File: src/rtl/isa_pkg.sv
// 9-bit ISA table shared by the encoder and decode: op enum, field prefixes, encode and legality helpers.
// Pure combinational functions; no latency, no flow control.
package isa_pkg;

    typedef enum logic [4:0] {
        OP_CMP = 5'h00,
        OP_MOV = 5'h01,
        OP_ADD = 5'h08,
        OP_SUB = 5'h09,
        OP_AND = 5'h0A,
        OP_OR  = 5'h0B,
        OP_XOR = 5'h0C,
        OP_SHL = 5'h0D,
        OP_SHR = 5'h0E,
        OP_ADC = 5'h0F,
        OP_JG  = 5'h10,
        OP_JGE = 5'h11,
        OP_JMP = 5'h12,
        OP_INC = 5'h14,
        OP_DEC = 5'h15,
        OP_CLR = 5'h17,
        OP_LOL = 5'h18,
        OP_NOT = 5'h19,
        OP_LSR = 5'h1A,
        OP_LDR = 5'h1B,
        OP_STR = 5'h1C,
        OP_LDI = 5'h1D,
        OP_STI = 5'h1E
    } enc_op_e;

    // Hole in the INC/DEC/CLR group: its f=10 slot collides with the LOL prefix.
    localparam logic [4:0] OP_IDC_F10 = 5'h16;

    typedef enum logic [1:0] {
        ST_IDLE,
        ST_RUN,
        ST_DONE,
        ST_FULL
    } enc_state_e;

    localparam logic [1:0] PFX_CMPMOV = 2'b00;
    localparam logic [1:0] PFX_ALU2   = 2'b01;
    localparam logic [3:0] PFX_JCOND  = 4'b1000;
    localparam logic [4:0] PFX_JMP    = 5'b10010;
    localparam logic [3:0] PFX_IDC    = 4'b1010;
    localparam logic [5:0] PFX_LOL    = 6'b101010;
    localparam logic [4:0] PFX_NOTLSR = 5'b10110;
    localparam logic [5:0] PFX_LDR    = 6'b101110;
    localparam logic [5:0] PFX_STR    = 6'b101111;
    localparam logic [4:0] PFX_LDISTI = 5'b11000;

    function automatic logic [8:0] encode_instr(input logic [4:0] op,
                                                input logic [2:0] ra,
                                                input logic [2:0] rb,
                                                input logic [3:0] imm);
        logic [8:0] w;
        w = '0;
        case (op)
            OP_CMP:                  w = {PFX_CMPMOV, 1'b0, ra, rb};
            OP_MOV:                  w = {PFX_CMPMOV, 1'b1, ra, rb};
            OP_ADD, OP_SUB, OP_AND, OP_OR,
            OP_XOR, OP_SHL, OP_SHR, OP_ADC:
                                     w = {PFX_ALU2, op[2:0], ra[1:0], rb[1:0]};
            OP_JG, OP_JGE:           w = {PFX_JCOND, op == OP_JGE, imm};
            OP_JMP:                  w = {PFX_JMP, imm};
            // f is the low two op bits, so the op numbering carries the subfield
            OP_INC, OP_DEC, OP_CLR, OP_IDC_F10:
                                     w = {PFX_IDC, op[1:0], ra};
            OP_LOL:                  w = {PFX_LOL, rb};
            OP_NOT, OP_LSR:          w = {PFX_NOTLSR, op == OP_LSR, ra};
            OP_LDR:                  w = {PFX_LDR, rb};
            OP_STR:                  w = {PFX_STR, ra};
            OP_LDI, OP_STI:          w = {PFX_LDISTI, op == OP_STI, imm[2:0]};
            default:                 w = '0;
        endcase
        return w;
    endfunction

    function automatic logic op_illegal(input logic [4:0] op,
                                        input logic [2:0] ra,
                                        input logic [2:0] rb,
                                        input logic [3:0] imm);
        logic bad;
        bad = 1'b0;
        case (op)
            OP_ADD, OP_SUB, OP_AND, OP_OR,
            OP_XOR, OP_SHL, OP_SHR, OP_ADC:
                                     bad = ra[2] | rb[2];
            OP_LDI, OP_STI:          bad = imm[3];
            OP_IDC_F10:              bad = 1'b1;
            OP_CMP, OP_MOV, OP_JG, OP_JGE, OP_JMP,
            OP_INC, OP_DEC, OP_CLR, OP_LOL, OP_NOT,
            OP_LSR, OP_LDR, OP_STR:  bad = 1'b0;
            default:                 bad = 1'b1;
        endcase
        return bad;
    endfunction

endpackage

File: src/rtl/instr_encoder.sv
// Encodes op requests into 9-bit words and streams them to instr memory (ENCODER_CHECK_EN adds sticky err).
// Latency 1: handshake in cycle N gives mem_we with the encoded word in N+1; one word per cycle.
// Backpressure: req_ready is high only in RUN; DONE/FULL/IDLE stall until the next start.
module instr_encoder
    import isa_pkg::*;
#(
    parameter int ADDR_W     = 8,
    parameter int PROG_DEPTH = 256
) (
    input  logic              clk,
    input  logic              rst_n,
    input  logic              start,
    input  logic [ADDR_W-1:0] base_addr,
    input  logic              req_valid,
    output logic              req_ready,
    input  logic [4:0]        req_op,
    input  logic [2:0]        req_ra,
    input  logic [2:0]        req_rb,
    input  logic [3:0]        req_imm,
    input  logic              req_last,
    output logic              mem_we,
    output logic [ADDR_W-1:0] mem_addr,
    output logic [8:0]        mem_wdata,
    output logic              full,
    output logic              done,
    output logic              err
);

    localparam logic [ADDR_W-1:0] LAST_ADDR = ADDR_W'(PROG_DEPTH - 1);
    localparam logic [ADDR_W:0]   DEPTH_W   = (ADDR_W + 1)'(PROG_DEPTH);

    enc_state_e        state_q;
    enc_state_e        state_d;
    logic [ADDR_W-1:0] ptr_q;
    logic              hs;
    logic              at_last;
    logic              base_ok;

    // start overrides everything, including a request presented in the same cycle
    assign hs      = req_valid & req_ready & ~start;
    assign at_last = (ptr_q == LAST_ADDR);
    // An out-of-range base would point past the program area; treat it as already full.
    assign base_ok = ({1'b0, base_addr} < DEPTH_W);

    always_ff @(posedge clk) begin
        if (!rst_n) begin
            state_q <= ST_IDLE;
        end else begin
            state_q <= state_d;
        end
    end

    always_comb begin
        state_d = state_q;
        if (start) begin
            state_d = base_ok ? ST_RUN : ST_FULL;
        end else if (hs) begin
            if (req_last) begin
                state_d = ST_DONE;
            end else if (at_last) begin
                state_d = ST_FULL;
            end
        end
    end

    always_comb begin
        req_ready = (state_q == ST_RUN);
    end

    always_ff @(posedge clk) begin
        if (!rst_n) begin
            ptr_q     <= '0;
            mem_we    <= 1'b0;
            mem_addr  <= '0;
            mem_wdata <= '0;
            full      <= 1'b0;
            done      <= 1'b0;
        end else begin
            mem_we <= hs;
            if (start) begin
                ptr_q <= base_addr;
                full  <= ~base_ok;
                done  <= 1'b0;
            end else if (hs) begin
                mem_addr  <= ptr_q;
                mem_wdata <= encode_instr(req_op, req_ra, req_rb, req_imm);
                // pointer parks on the last address instead of wrapping
                if (!at_last) begin
                    ptr_q <= ptr_q + 1'b1;
                end else begin
                    full <= 1'b1;
                end
                if (req_last) begin
                    done <= 1'b1;
                end
            end
        end
    end

`ifdef ENCODER_CHECK_EN
    always_ff @(posedge clk) begin
        if (!rst_n) begin
            err <= 1'b0;
        end else if (start) begin
            err <= 1'b0;
        end else if (hs && op_illegal(req_op, req_ra, req_rb, req_imm)) begin
            err <= 1'b1;
        end
    end
`else
    assign err = 1'b0;
`endif

endmodule

File: config.mk
export PLATFORM = sky130hd
export DESIGN_NAME = instr_encoder
export DESIGN_NICKNAME = d
export VERILOG_FILES = /design/src/rtl/isa_pkg.sv /design/src/rtl/instr_encoder.sv
export SDC_FILE = /design/constraint.sdc
export NUM_CORES = 1
export LEC_CHECK = 0
export ABC_AREA = 0
export CORE_MARGIN = 5
export CORE_UTILIZATION = 44
export CTS_BUF_LIST = sky130_fd_sc_hd__clkbuf_8
export CTS_CLUSTER_SIZE = 25
export DETAILED_ROUTE_END_ITERATION = 10
export DONT_BUFFER_PORTS = 1
export PLACE_DENSITY_LB_ADDON = 0.3
export SYNTH_ARGS = -nofsm -noshare
export SYNTH_HDL_FRONTEND = slang
export SYNTH_SLANG_ARGS = --single-unit
File: constraint.sdc
create_clock -name clk -period 2.1 [get_ports clk]
set_clock_uncertainty 0.15 [all_clocks]
set_input_delay 0.21 -clock clk [delete_from_list [all_inputs] [get_ports clk]]
set_output_delay 0.21 -clock clk [all_outputs]
set_load 0.005 [all_outputs]
# After elaboration in Yosys (flattened, before gate mapping)
# Index checks and enable logic that the tools add are counted.
[classes]
addsub = 1
eq_ne = 26
n_mux = 8
bitwise_logic = 4
n_reduce_logical = 16
[op_table]
columns = ["operator", "n"]
rows = [
  ["case mux 9 bit (11 select lines)", 1],
  ["equality test 5 bit, second input constant", 14],
  ["equality test 5 x 4 -> 1 bit, second input constant", 8],
  ["two-way mux 8 bit", 3],
  ["AND reduction 2 bit", 6],
  ["adder 8 x 1 -> 8 bit, second input constant", 1],
  ["equality test 8 bit, second input constant", 1],
  ["OR reduction 2 bit", 4],
  ["OR reduction 8 bit", 1],
  ["equality test 5 x 1 -> 1 bit, second input constant", 1],
  ["zero test 5 bit", 1],
  ["two-way mux 2 bit", 2],
  ["nonzero test 2 bit", 2],
  ["OR reduction 4 bit", 1],
  ["nonzero test 3 bit", 1],
  ["AND 1 bit", 2],
  ["equality test 2 x 1 -> 1 bit, second input constant", 1],
  ["two-way mux 1 bit", 2],
  ["!= test 2 bit, second input constant", 1],
  ["inverter 1 bit", 2],
]
[totals]
ff_bits = 30
in_bits = 28
wordCells = 63

# Longest topological paths before layout
# Gate-level depths: netlist (run 1).
[depth]
depth_word = 5
ltp_mapped = 6
depth_no_buf = 5

# Worst setup path before layout (run 1)
# Ideal clock, no wire load.
[synth_path]
kind = "flip-flop to flip-flop"
start = "reg ptr_q[0]"
end = "reg ptr_q[1]"
setup_time_ps = 131
t_arrival_ps = 1261
required_ps = 1819
setup_slack_ps = 559
stages_incl_launch_ff = 6
n_path_buf = 0
path_cell_list = "dfxtp_1 -> ha_1 -> and3_1 -> a21oi_1 -> mux2i_1 -> a21oi_1"
[synth_between]
elab_chain_cells = 4
word_cells_on_any_way = 7
classes_between = "add/sub (1); eq/ne (2); mux (3); reduce/logical (1)"
[synth_lines]
columns = ["item", "line", "source"]
rows = [
  ["start, declared", "instr_encoder.sv:34", "logic [ADDR_W-1:0] ptr_q;"],
  ["start signal, assigned", "instr_encoder.sv:81", "ptr_q <= base_addr;"],
  ["start signal, assigned", "instr_encoder.sv:89", "ptr_q <= ptr_q + 1'b1;"],
  ["adder 8 x 1 -> 8 bit", "instr_encoder.sv:89", ""],
  ["two-way mux 8 bit", "instr_encoder.sv:88", "if (!at_last) begin"],
  ["two-way mux 8 bit", "instr_encoder.sv:84", "end else if (hs) begin"],
  ["two-way mux 8 bit", "instr_encoder.sv:80", "if (start) begin"],
]
# Parallel ways exist; a longest one is shown, timed or not. The select of a mux whose other input is x is not followed.
# A chain may end at the register's enable or synchronous reset.

==> summary.md, run 1 <==
| Metric | Value |
|---|---|
| Area share of fa/ha/maj cells after synthesis | less than 1% |
| Hold_buf cts | 13 |
| Max H-tree Level | 2 |
| Reg clk slew, reported paths | 70 ps |
| Cts bufs inserted | 5 |
| Detailed-route wire length per cell | between 15 and 20 um |
| Placed insts | between 200 and 250 |
| CP cell instances | dlygate4sd3_1, o21ai_0, dlygate4sd3_1, a21oi_1 |
| CP Class | in -> reg |
| Vias per cell | 6.09 |
| Setup WS pre-CTS | 365 ps |
| Crit path largest cell delay | 810 ps |
| DR iter-0 viols | 133 |
| Detailed-route via count | approximately 1.6k |
| Post-synth top area share | 34.9% |
| First-pass GRT wire length | 7.37 mm |
| Post-synth EDFFs | 0 |
| Worst path most repeated cell | dlygate4sd3_1 |
| Pleak | 0.663 nW |
| Fin crit period | 1810 ps |
| Part of the power in registers | 48.7% |
| Net Sw Frac | 25.8% |
| Largest family of logic cells by synthesized area | compound AO/OA/AOI/OAI gates |
| Final net count | 246 |
| Count of final setup violators | 0 |
| Std cell rows | 22 |
| DRT Wirelength | roughly 4.4 mm |
| Gate Count Post-Synth | ~210 |
| CP max FO | 11 |
| Area grow syn2layout | 11.2% |
| Worst skew pair latency | 280 ps |
| Pwr/cell area | about 650 nW/um^2 |
| Top post-synthesis cells by count | 30 x dfxtp_1, 29 x nand2_1, 22 x a21oi_1, 14 x o21ai_0, 12 x nor2_1 |
| Layout Cells excl Fill | between 200 and 300 |
| IR Drop Worst-Case VDD | 420 uV |
| ANT nets after route | 0 |
| Int Pwr | 0.000928 W |
| GPL Wtd Cong | 0.860 |
| Period utilization | 86.0% |
| RSZ-0062 raised after global routing | false |
| Clock tree buffer depth | 2 |
| Die W | 72.5 um |
| Post-synth top area cell | dfxtp_1 |
| Drc violations | 0 |
| Crit path buf inv count | 2 |
| Syn nets | 241 |
| Synth Warn # | 0 |
| Core area | roughly 3700 um^2 |
| Worst hold-check path type | in -> reg |
| Synth area leaders | dfxtp_1 35%, a21oi_1 6.4%, nand2_1 6.3% |
| Post-CTS setup buffer count | 0 |
| Post-cts resize count | 0 |
| Initial antenna violation count | 0 |
| Most common cell in the netlist | dfxtp_1 |
| Largest net degree at the start of global routing | 21 |
| Startpoint types | input pin |
| N_diodes | 0 |
| Layout cells sized above 1 | 8.26% |
| Top layer in use | met4 |
| Router iterations before antenna repair | 4 |
| Max-slew violations | 0 |
| Mapped Area | about 1700 um^2 |
| Clock power frac | 38.6% |
| Measured slew at the worst slew-check pin | 515 ps |
| TritonCTS clock tree | built |
| Final Hold Violating Endpoints | 0 |
| Compound-cell area share of the yosys netlist | 27.9% |
| IO Port Bufs | 0 |
| Seq/Total Area, Yosys | 34.9% |
| Mux contribution to synthesized area | 2.47% |
| Sw Pwr | 0.000322 W |
| Die Ht | 72.5 um |
| FFs w/ async S/R, synth | 0% |
| Clock sinks | 30 |
| XOR/XNOR share of the synthesized area | 2.98% |
| Total grt overflow | 0 |
| Clk root buf | clkbuf_8 |
| Required time of the critical path | 2160 ps |
| Data arrival time of the worst path | between 1500 and 2000 ps |
| All-layer global routing usage | 17.8% |
| CP top delay family | buffers and inverters |
| DR WL met2 | 2.04 mm |
| Logic gate share of total power | 12.6% |
| Fmax | 554 MHz |
| Critical-path top delay cell | dlygate4sd3_1 |
| Initial core utilization | 46.3% |
| Synth Area in Simple Gates | 23.4% |
| R2R Setup Slk | around 360 ps |
| Status | completed |
| Top Ports | 50 |
| Total die area | 5260 um^2 |
| Cell variety after synth | 60 |
| Top FF cell, synth | dfxtp_1 |
| Vias in the first global route | 1531 |
| Post-route setup TNS | 0 ps |
| Syn avg cell area | 8.11 um^2 |
| Met3 WL | 396 um |
| Number of max-cap violations | 0 |
| Final setup margin | 293 ps |
| DPL Wire Length | 3.01 mm |
| FF+latch count, synth | 30 |
| Slew headroom | 65.4% |
| Critical Path Sink Type | register |
| Metal-1 WL | 1.93 mm |
[cell usage in the layout (no fill, tap or decap), types with 2 or more instances in the layout]
master,count
xnor2_1,3
nand2b_1,2
dlygate4sd3_1,13
and2_1,3
mux2i_1,2
dfxtp_1,30
a32oi_1,2
o21ai_0,14
nor3_1,2
and3_1,3
nand4b_1,2
a21oi_1,22
a211oi_1,4
nand4_1,2
nand2_1,29
mux2_2,2
nor4b_1,3
clkbuf_8,6
a22oi_1,3
nor2_1,12
o211ai_1,2
a221oi_1,3
a21boi_0,2
inv_1,6
nand3_1,10
[power by group through the flow]
stage	logic, W	clock network, W	registers [W]
after floorplan	0.000139	0	0.000616
after global placement	0.000129	0	0.000621
after detailed placement	0.000130	0	0.000622
after CTS	0.000157	0.000502	0.000609
after global routing	0.000179	0.000521	0.000613
final	0.000158	0.000483	0.000609
[per-layer routing]
layer / vias up / track usage, %
met5: - / 0
li1: 790 / -
met3: 4 / 6.93
met4: 0 / 6.35
met2: 58 / 27.5
met1: 768 / 22.6
[final timing paths]
kind / startpoint / endpoint / cells after the start
setup / recovery: rst_n / ptr_q[3]$_SDFFE_PN0P_ / 4
hold / removal: req_op[0] / mem_wdata[8]$_SDFFE_PN0P_ / 3
setup reg to reg: state_q[1]$_SDFFE_PP0P_ / mem_wdata[3]$_SDFFE_PN0P_ / 4
hold reg to reg: mem_addr[1]$_SDFFE_PN0P_ / mem_addr[1]$_SDFFE_PN0P_ / 2
[tightest hold or removal path, stage by stage]
cell,delay [ps]
nand3_1,50
nand3_1,80
a21oi_1,60
[through the flow]
step	hold slack (ps)	power (W)	util, %	instance area (um^2)
3_5_place_dp	195	0.000752	45.4	1690
5_1_grt	22.8	0.00131	51.4	1910
4_1_cts	11.9	0.00127	51.4	1910
6_report	19.2	0.00125	51.4	1910
3_3_place_gp	197	0.000750	45.4	1690
2_1_floorplan	199	0.000755	-	1720
[cell type report]
cell class	instances	area [um^2]
multi-input combinational	159	992
fill	354	1800
clock buffer	6	82.6
sequential	30	601
timing repair buffer	14	138
tap	48	60.1
inverter	7	26.3
clock inverter	2	12.5
[registers in the layout, summed over array words and instances (netlist names)]
signal     count
mem_wdata      9
full           1
state_q        2
mem_we         1
done           1
mem_addr       8
ptr_q          8
[cells by family after synthesis]
logic type | count (synthesis)
xor gates and xnor gates | 5
buffers and inverters | 23
AOI/OAI and AO/OA | 71
and+or+nand+nor | 77
muxes | 4
other | 1
adders and majority gates | 1
DFF | 30
Power figures use the tool's default switching activity.
==> inputs of run 2 (changes only) <==
- ABC_AREA: 0 -> 1
==> run 2 against run 1 <==
Compared with the run above:
- global-route usage shrank 0.19 points
- synthesized cell count grew 26%
- first-iteration DRC count shrank 3.0%
- non-clock buffer count shrank 7
- maximum frequency grew 8.8%
- die area grew 2.3%
- sequential power grew 1%
- count of clock-buffer cells in the layout is the same
- via count grew 5.5%
- design area shrank 0.20%
- setup slack gained 150 ps
- critical endpoint is now ptr_q[4]$_SDFFE_PN0P_
- register-to-register slack gained 80 ps
==> summary.md, run 2 <==
| Metric | Value |
|---|---|
| Hold Crit Start | start |
| Seq/Total Area, Yosys | 34.0% (-0.92 points) |
| Worst skew pair latency | 280 ps (about the same) |
| Hold Path Cell Cnt | 3 (unchanged) |
| DPL Wire Length | 3.33 mm (+11%) |
| RSZ-0062 raised after global routing | false |
| Drc violations | 0 (unchanged) |
| XOR/XNOR share of the synthesized area | 0.992% (-2.0 points) |
| Post-route setup TNS | 0 ps (unchanged) |
| Clock tree buffer depth | 2 (unchanged) |
| Die W | 73.3 um (+1.2%) |
| DRT Wirelength | 4.44 mm (+0.70%) |
| Part of the power in registers | 50.1% (+1.4 points) |
| R2r startpoint | ptr_q[0]$_SDFFE_PN0P_ |
| All-layer global routing usage | 17.6% (-0.19 points) |
| DR iter-0 viols | 129 (-3.0%) |
| Placed instance area | 1790 um^2 (+5.9%) |
| IR Drop Worst-Case VDD | 289 uV (-31%) |
| Number of max-cap violations | 0 (unchanged) |
| Hold_buf cts | 4 (-9) |
| Data arrival time of the worst path | 1650 ps (-220 ps) |
| Net Sw Frac | 26.4% (+0.66 points) |
| Core area | 3940 um^2 (+6.1%) |
| Initial core utilization | 44.8% (-1.5 points) |
| Initial antenna violation count | 0 (unchanged) |
| Post-cts resize count | 0 (unchanged) |
| Vias per cell | 5.34 (-12%) |
| Clock power frac | 36.3% (-2.3 points) |
| Synth Warn # | 0 (unchanged) |
| Largest family of logic cells by synthesized area | simple AND/OR/NAND/NOR gates |
| Post-synth EDFFs | 0 (unchanged) |
| Std cell rows | 23 (+4.5%) |
| Detailed-route via count | 1709 (+5.5%) |
| CP Launch Point | ptr_q[0]$_SDFFE_PN0P_ |
| ANT nets after route | 0 (unchanged) |
| Required time of the critical path | 2090 ps (-70 ps) |
| Most common cell after layout, fill and taps aside | nand2_1 |
| Area grow syn2layout | 8.08% |
| Total grt overflow | 0 (unchanged) |
| Router iterations before antenna repair | 4 (unchanged) |
| Period utilization | 79.1% (-7.0 points) |
| CP max FO | 7 (-4) |
| Logic gate share of total power | 13.6% (+1.0 points) |
| Reg clk slew, reported paths | 60 ps (about the same) |
| Fmax | 602 MHz (+8.8%) |
| CP Class | reg -> reg |
| Most frequent cells in the layout | 74 x nand2_1, 34 x nor2_1, 30 x dfxtp_1 |
| Syn avg cell area | 6.61 um^2 (-18%) |
| Max-slew violations | 0 (unchanged) |
| Largest net degree at the start of global routing | 21 (unchanged) |
| Vias in the first global route | 1519 (-0.78%) |
| GPL Wtd Cong | 0.926 (+7.7%) |
| N_diodes | 0 (unchanged) |
| Status | completed |
| Max FFs per register | 9 (unchanged) |
| FFs w/ async S/R, synth | 0% (unchanged) |
| Largest regs | mem_wdata x9, mem_addr x8, ptr_q x8 |
| Worst hold-check path type | in -> reg |
| Cts bufs inserted | 5 (unchanged) |
| Worst Reg2Reg Path Length in Cells | 8 (+4) |
| TritonCTS clock tree | built |
| Cell variety after synth | 31 (-48%) |
| Top FF cell, synth | dfxtp_1 |
| First-pass GRT wire length | 7.39 mm (+0.27%) |
| Layout cells sized above 1 | 8.15% (-0.11 points) |
| Pwr/cell area | 646 nW/um^2 (-1.1%) |
| Detailed-route wire length per cell | 13.9 um (-16%) |
| Sw Pwr | 0.000326 W (+1.2%) |
| Int Pwr | 0.000907 W (-2.2%) |
| Clk root buf | clkbuf_8 |
| Fin crit period | 1660 ps (-146 ps) |
| Count of final setup violators | 0 (unchanged) |
| Final non-filler cell area | 1910 um^2 (-0.20%) |
| Mux contribution to synthesized area | 0% (-2.5 points) |
| Max H-tree Level | 2 (unchanged) |
| Pleak | 0.854 nW (+29%) |
| FF+latch count, synth | 30 (unchanged) |
| Synth area leaders | dfxtp_1 34%, nand2_1 16%, nor2_1 7.2% |
| Compound-cell area share of the yosys netlist | 13.3% (-15 points) |
| Post-CTS setup buffer count | 0 (unchanged) |
| Syn nets | 296 (+23%) |
| Critical Path Sink Type | register |
| Post-synth top area share | 34.0% (-0.92 points) |
| Synth Area in Simple Gates | 42.2% (+19 points) |
| Gate Count Post-Synth | 267 (+26%) |
| IO Port Bufs | 0 (unchanged) |
| Die Ht | 73.3 um (+1.2%) |
| Top post-synthesis cells by count | 74 x nand2_1, 34 x nor2_1, 30 x dfxtp_1, 24 x nand3_1 |
| Top Ports | 50 (unchanged) |
| Post-synth top area cell | dfxtp_1 |
| Total die area | 5380 um^2 (+2.3%) |
| Top reg by flops | mem_wdata |
| Final Hold Violating Endpoints | 0 (unchanged) |
| Area share of fa/ha/maj cells after synthesis | 0.709% (-0.019 points) |
| Final net count | 300 (+22%) |
| Clock sinks | 30 (unchanged) |
| Most common cell in the netlist | nand2_1 |
| Startpoint types | register |
| Mapped Area | 1770 um^2 (+2.7%) |
==> run 2: cell types whose count changed after synthesis, sizes merged, moves of 7 or more <==
| cell | change |
|---|---|
| inv | +17 |
| nand4 | +7 |
| nand2 | +47 |
| nor2 | +26 |
| nand3 | +16 |
==> run 2: area by class of cell <==
class / count / area, um^2
Clock buffer: 6 / 82.6
Fill cell: 385 / 2030
Inverter: 23 / 86.3
Multi-Input combinational cell: 204 / 1010
Sequential cell: 30 / 601
Tap cell: 50 / 62.6
Timing Repair Buffer: 7 / 62.6
==> run 2: cell families (layout without fill, tap and decap cells) <==
group / count (synthesis) / after routing
adder cells (fa/ha/maj): 1 / 1
AO/OA/AOI/OAI: 43 / 43
flip-flops: 30 / 30
other: 1 / 1
buffers and inverters: 33 / 36
AND/OR/NAND/NOR: 157 / 157
XOR/XNOR: 2 / 2
==> run 2: metal layers <==
| metal | GRT usage (%) | vias to the layer above | part of all wire [%] |
|---|---|---|---|
| met5 | 0 | - | 0 |
| met4 | 7.44 | 0 | 2.3 |
| met3 | 6.43 | 9 | 9.7 |
| met2 | 26.8 | 67 | 45 |
| met1 | 22.4 | 757 | 43 |
| li1 | - | 876 | - |
==> run 2: final timing paths <==
check | end | slack, ps
max reg2reg | ptr_q[4]$_SDFFE_PN0P_ | 440
max | ptr_q[4]$_SDFFE_PN0P_ | 440
min reg2reg | state_q[0]$_SDFFE_PN0P_ | 320
min | ptr_q[0]$_SDFFE_PN0P_ | 10
==> run 2: metrics by stage <==
| step | hold slack (ps) | power (W) | utilization (%) | cells | worst slack [ps] |
|---|---|---|---|---|---|
| 6_report | 12.2 | 0.00123 | 48.4 | 320 | 439 |
| 5_1_grt | 36.3 | 0.00130 | 48.4 | 320 | 250 |
| 4_1_cts | 1.05 | 0.00125 | 48.4 | 320 | 440 |
| 3_5_place_dp | 166 | 0.000786 | 45.3 | 310 | 453 |
| 3_3_place_gp | 170 | 0.000787 | 45.3 | 310 | 527 |
| 2_1_floorplan | 207 | 0.000765 | - | 267 | 560 |
==> run 2: power groups by stage <==
stage	Combinational, W	Sequential (W)	Clock [W]
after floorplan	0.000142	0.000623	0
after global placement	0.000157	0.000630	0
after detailed placement	0.000156	0.000631	0
after CTS	0.000167	0.000618	0.000461
after global routing	0.000194	0.000621	0.000486
final	0.000168	0.000618	0.000447
==> run 2: critical path: stages (launching register included) <==
cell and delay [ps]:
dfxtp_1 330, ha_1 200, nand3_2 120, nor2_4 170, nand4_4 120, nand2_1 130
nand2_2 110, o21ai_0 110, a21oi_1 90
==> inputs of run 3 (changes only) <==
- clock period: 2.1 -> 1.56 ns (I/O delays scaled with it)
==> run 3 against run 2 <==
Compared with the run above:
- the run now ends with negative hold slack left
- design area is 16% higher
- register-to-register slack got worse by 410 ps
- die area is the same
- total power increased by 43%
- critical path depth is the same
==> summary.md, run 3 (same netlist as run 2, synthesis figures left out) <==
| Metric | Value |
|---|---|
| IO Port Bufs | 0 (unchanged) |
| Period utilization | 98.0% (+19 points) |
| Drc violations | 0 (unchanged) |
| Critical-path top delay cell | dfxtp_2 |
| CP cell instances | ha_4, nand3_4, nor2_4, nand4_4, nand2_4, nand2_8, nand2_1, a21oi_2 |
| R2R Setup Slk | 30 ps (-410 ps) |
| Critical Path Sink Type | register |
| GPL Wtd Cong | 0.957 (+3.3%) |
| Final Hold Violating Endpoints | 5 (+5) |
| Pleak | 0.954 nW (+12%) |
| Flip-flop and latch area | 606 um^2 (+0.83%) |
| Die Ht | 73.3 um (unchanged) |
| Top reg by flops | mem_wdata |
| IR Drop Worst-Case VDD | 442 uV (+53%) |
| Top Ports | 50 (unchanged) |
| Initial core utilization | 44.8% (unchanged) |
| TritonCTS clock tree | built |
| All-layer global routing usage | 17.8% (+0.13 points) |
| Post-route setup TNS | 0 ps (unchanged) |
| Detailed-route wire length per cell | 14.4 um (+3.9%) |
| CP top delay family | simple AND/OR/NAND/NOR gates |
| Hold Slack | -40.3 ps (-52.4 ps) |
| DR iter-0 viols | 91 (-29%) |
| Hold Path Cell Cnt | 4 (+1) |
| Most common cell after layout, fill and taps aside | nand2_1 |
| Layout cells sized above 1 | 22.3% (+14 points) |
| Multi-input logic area | 1120 um^2 (+10%) |
| Fmax | 654 MHz (+8.7%) |
| CP Class | reg -> reg |
| RSZ-0062 raised after global routing | true |
| Final net count | 320 (+6.7%) |
| Cts bufs inserted | 5 (unchanged) |
| Hold worst-path end | ptr_q[1]$_SDFFE_PN0P_ |
| DRT Wirelength | 4.93 mm (+11%) |
| Total grt overflow | 0 (unchanged) |
| Clk root buf | clkbuf_8 |
| Area grow syn2layout | 25.3% |
| Worst Reg2Reg Path Length in Cells | 8 (unchanged) |
| Router iterations before antenna repair | 4 (unchanged) |
| Max FFs per register | 9 (unchanged) |
| Startpoint types | register |
| Fillers | 358 (-7.0%) |
| Initial antenna violation count | 0 (unchanged) |
| Crit path largest cell delay | 350 ps (+20 ps) |
| Hold Crit Start | base_addr[1] |
| Pwr Total | 0.00176 W (+43%) |
| R2r startpoint | ptr_q[1]$_SDFFE_PN0P_ |
| Required time of the critical path | 1570 ps (-520 ps) |
| First-pass GRT wire length | 7.52 mm (+1.8%) |
| Vias per cell | 5.25 (-1.6%) |
| Total die area | 5380 um^2 (unchanged) |
| Largest regs | mem_wdata x9, mem_addr x8, ptr_q x8 |
| Largest net degree at the start of global routing | 18 (-14%) |
| Reg clk slew, reported paths | 70 ps (about the same) |
| Critical path depth | 8 (unchanged) |
| Detailed-route via count | 1797 (+5.1%) |
| Std cell rows | 23 (unchanged) |
| DPL Wire Length | 3.44 mm (+3.5%) |
| N_diodes | 0 (unchanged) |
| Data arrival time of the worst path | 1530 ps (-120 ps) |
| Clock tree buffer depth | 2 (unchanged) |
| Worst hold-check path type | in -> reg |
| Pwr/cell area | 798 nW/um^2 (+23%) |
| CP max FO | 7 (unchanged) |
| Status | complete, but fails checks |
| Vias in the first global route | 1635 (+7.6%) |
| Count of final setup violators | 0 (unchanged) |
| Max H-tree Level | 2 (unchanged) |
| Number of max-cap violations | 0 (unchanged) |
| Violated checks | negative hold slack |
| ANT nets after route | 0 (unchanged) |
| Final core occ | 56.1% (+7.7 points) |
| Core area | 3940 um^2 (unchanged) |
| Max-slew violations | 0 (unchanged) |
| Die W | 73.3 um (unchanged) |
| Most frequent cells in the layout | 67 x nand2_1, 31 x nor2_1, 26 x dfxtp_1 |
| Worst skew pair latency | 290 ps (about the same) |
| Crit path buf inv count | 0 (unchanged) |
| RR Endpoint | ptr_q[6]$_SDFFE_PN0P_ |
| Clock sinks | 30 (unchanged) |
| Fin crit period | 1530 ps (-133 ps) |
[run 3: changes by cell type in the layout (fill, tap and decap cells not counted), sizes merged]
cell and delta:
clkbuf -1, buf +14, clkinv +2, inv -1, dlygate4sd3 +5, clkinvlp +3
[run 3: how the worst max path moves through the flow]
stage / start / endpoint / slack (ps)
2_1_floorplan: ptr_q[0]$_SDFFE_PN0P_ / ptr_q[1]$_SDFFE_PN0P_ / 20
6_report: ptr_q[1]$_SDFFE_PN0P_ / ptr_q[6]$_SDFFE_PN0P_ / 30
4_1_cts: ptr_q[1]$_SDFFE_PN0P_ / ptr_q[7]$_SDFFE_PN0P_ / 4
3_5_place_dp: ptr_q[0]$_SDFFE_PN0P_ / ptr_q[4]$_SDFFE_PN0P_ / -50
3_3_place_gp: ptr_q[0]$_SDFFE_PN0P_ / ptr_q[2]$_SDFFE_PN0P_ / 30
5_1_grt: ptr_q[1]$_SDFFE_PN0P_ / ptr_q[6]$_SDFFE_PN0P_ / -50
[run 3: cell type report]
cell class                 count  area share, %
tap                           50           2.83
inverter                      23           4.07
timing repair inverter         1          0.339
timing repair buffer          26           10.7
clock buffer                   5           3.11
multi-input combinational    204           50.6
sequential                    30           27.4
clock inverter                 3          0.962
[run 3: layer usage]
metal / track usage, % / share of wire [%] / routed length, um
met1: 21.7 / 42 / 2070
met2: 28.8 / 48 / 2370
met3: 6.70 / 9.0 / 444
met4: 5.63 / 1.1 / 53
met5: 0 / 0 / 0
[run 3: report_power, final]
| part | total, W | switching [W] | leakage, nW | internal, W |
|---|---|---|---|---|
| sequential | 0.000839 | 0.0000390 | 0.246 | 0.000800 |
| combinational | 0.000298 | 0.000169 | 0.665 | 0.000129 |
| clock | 0.000628 | 0.000315 | 0.0441 | 0.000313 |
[run 3: through the flow]
stage / instances / cell area, um^2 / hold WS, ps / worst slack (ps)
global placement: 316 / 1830 / 116 / 27.7
floorplan: 267 / 1770 / 153 / 20.1
global route: 342 / 2210 / 1.65 / -47.1
detailed placement: 316 / 1830 / 117 / -50.2
CTS: 333 / 2030 / -116 / 4.05
finish: 342 / 2210 / -40.3 / 32.0
[run 3: timing repair]
| item | 4_1_cts | 5_1_grt |
|---|---|---|
| hold endpoints to repair | 25 | 5 |
| pin swaps | 3 | 16 |
| buffers inserted | 1 | 7 |
| hold buffers | 8 | 1 |
| gates resized for setup | 6 | 31 |
| setup endpoints to repair | 8 | 28 |
| gates cloned | 0 | 1 |
[run 3: worst reg2reg max path, delay by kind of cell (launching register included)]
kind / cells / cell delay, ps
compound gates: 1 / 50
fa+ha+maj: 1 / 160
flops: 1 / 350
simple gates: 6 / 690
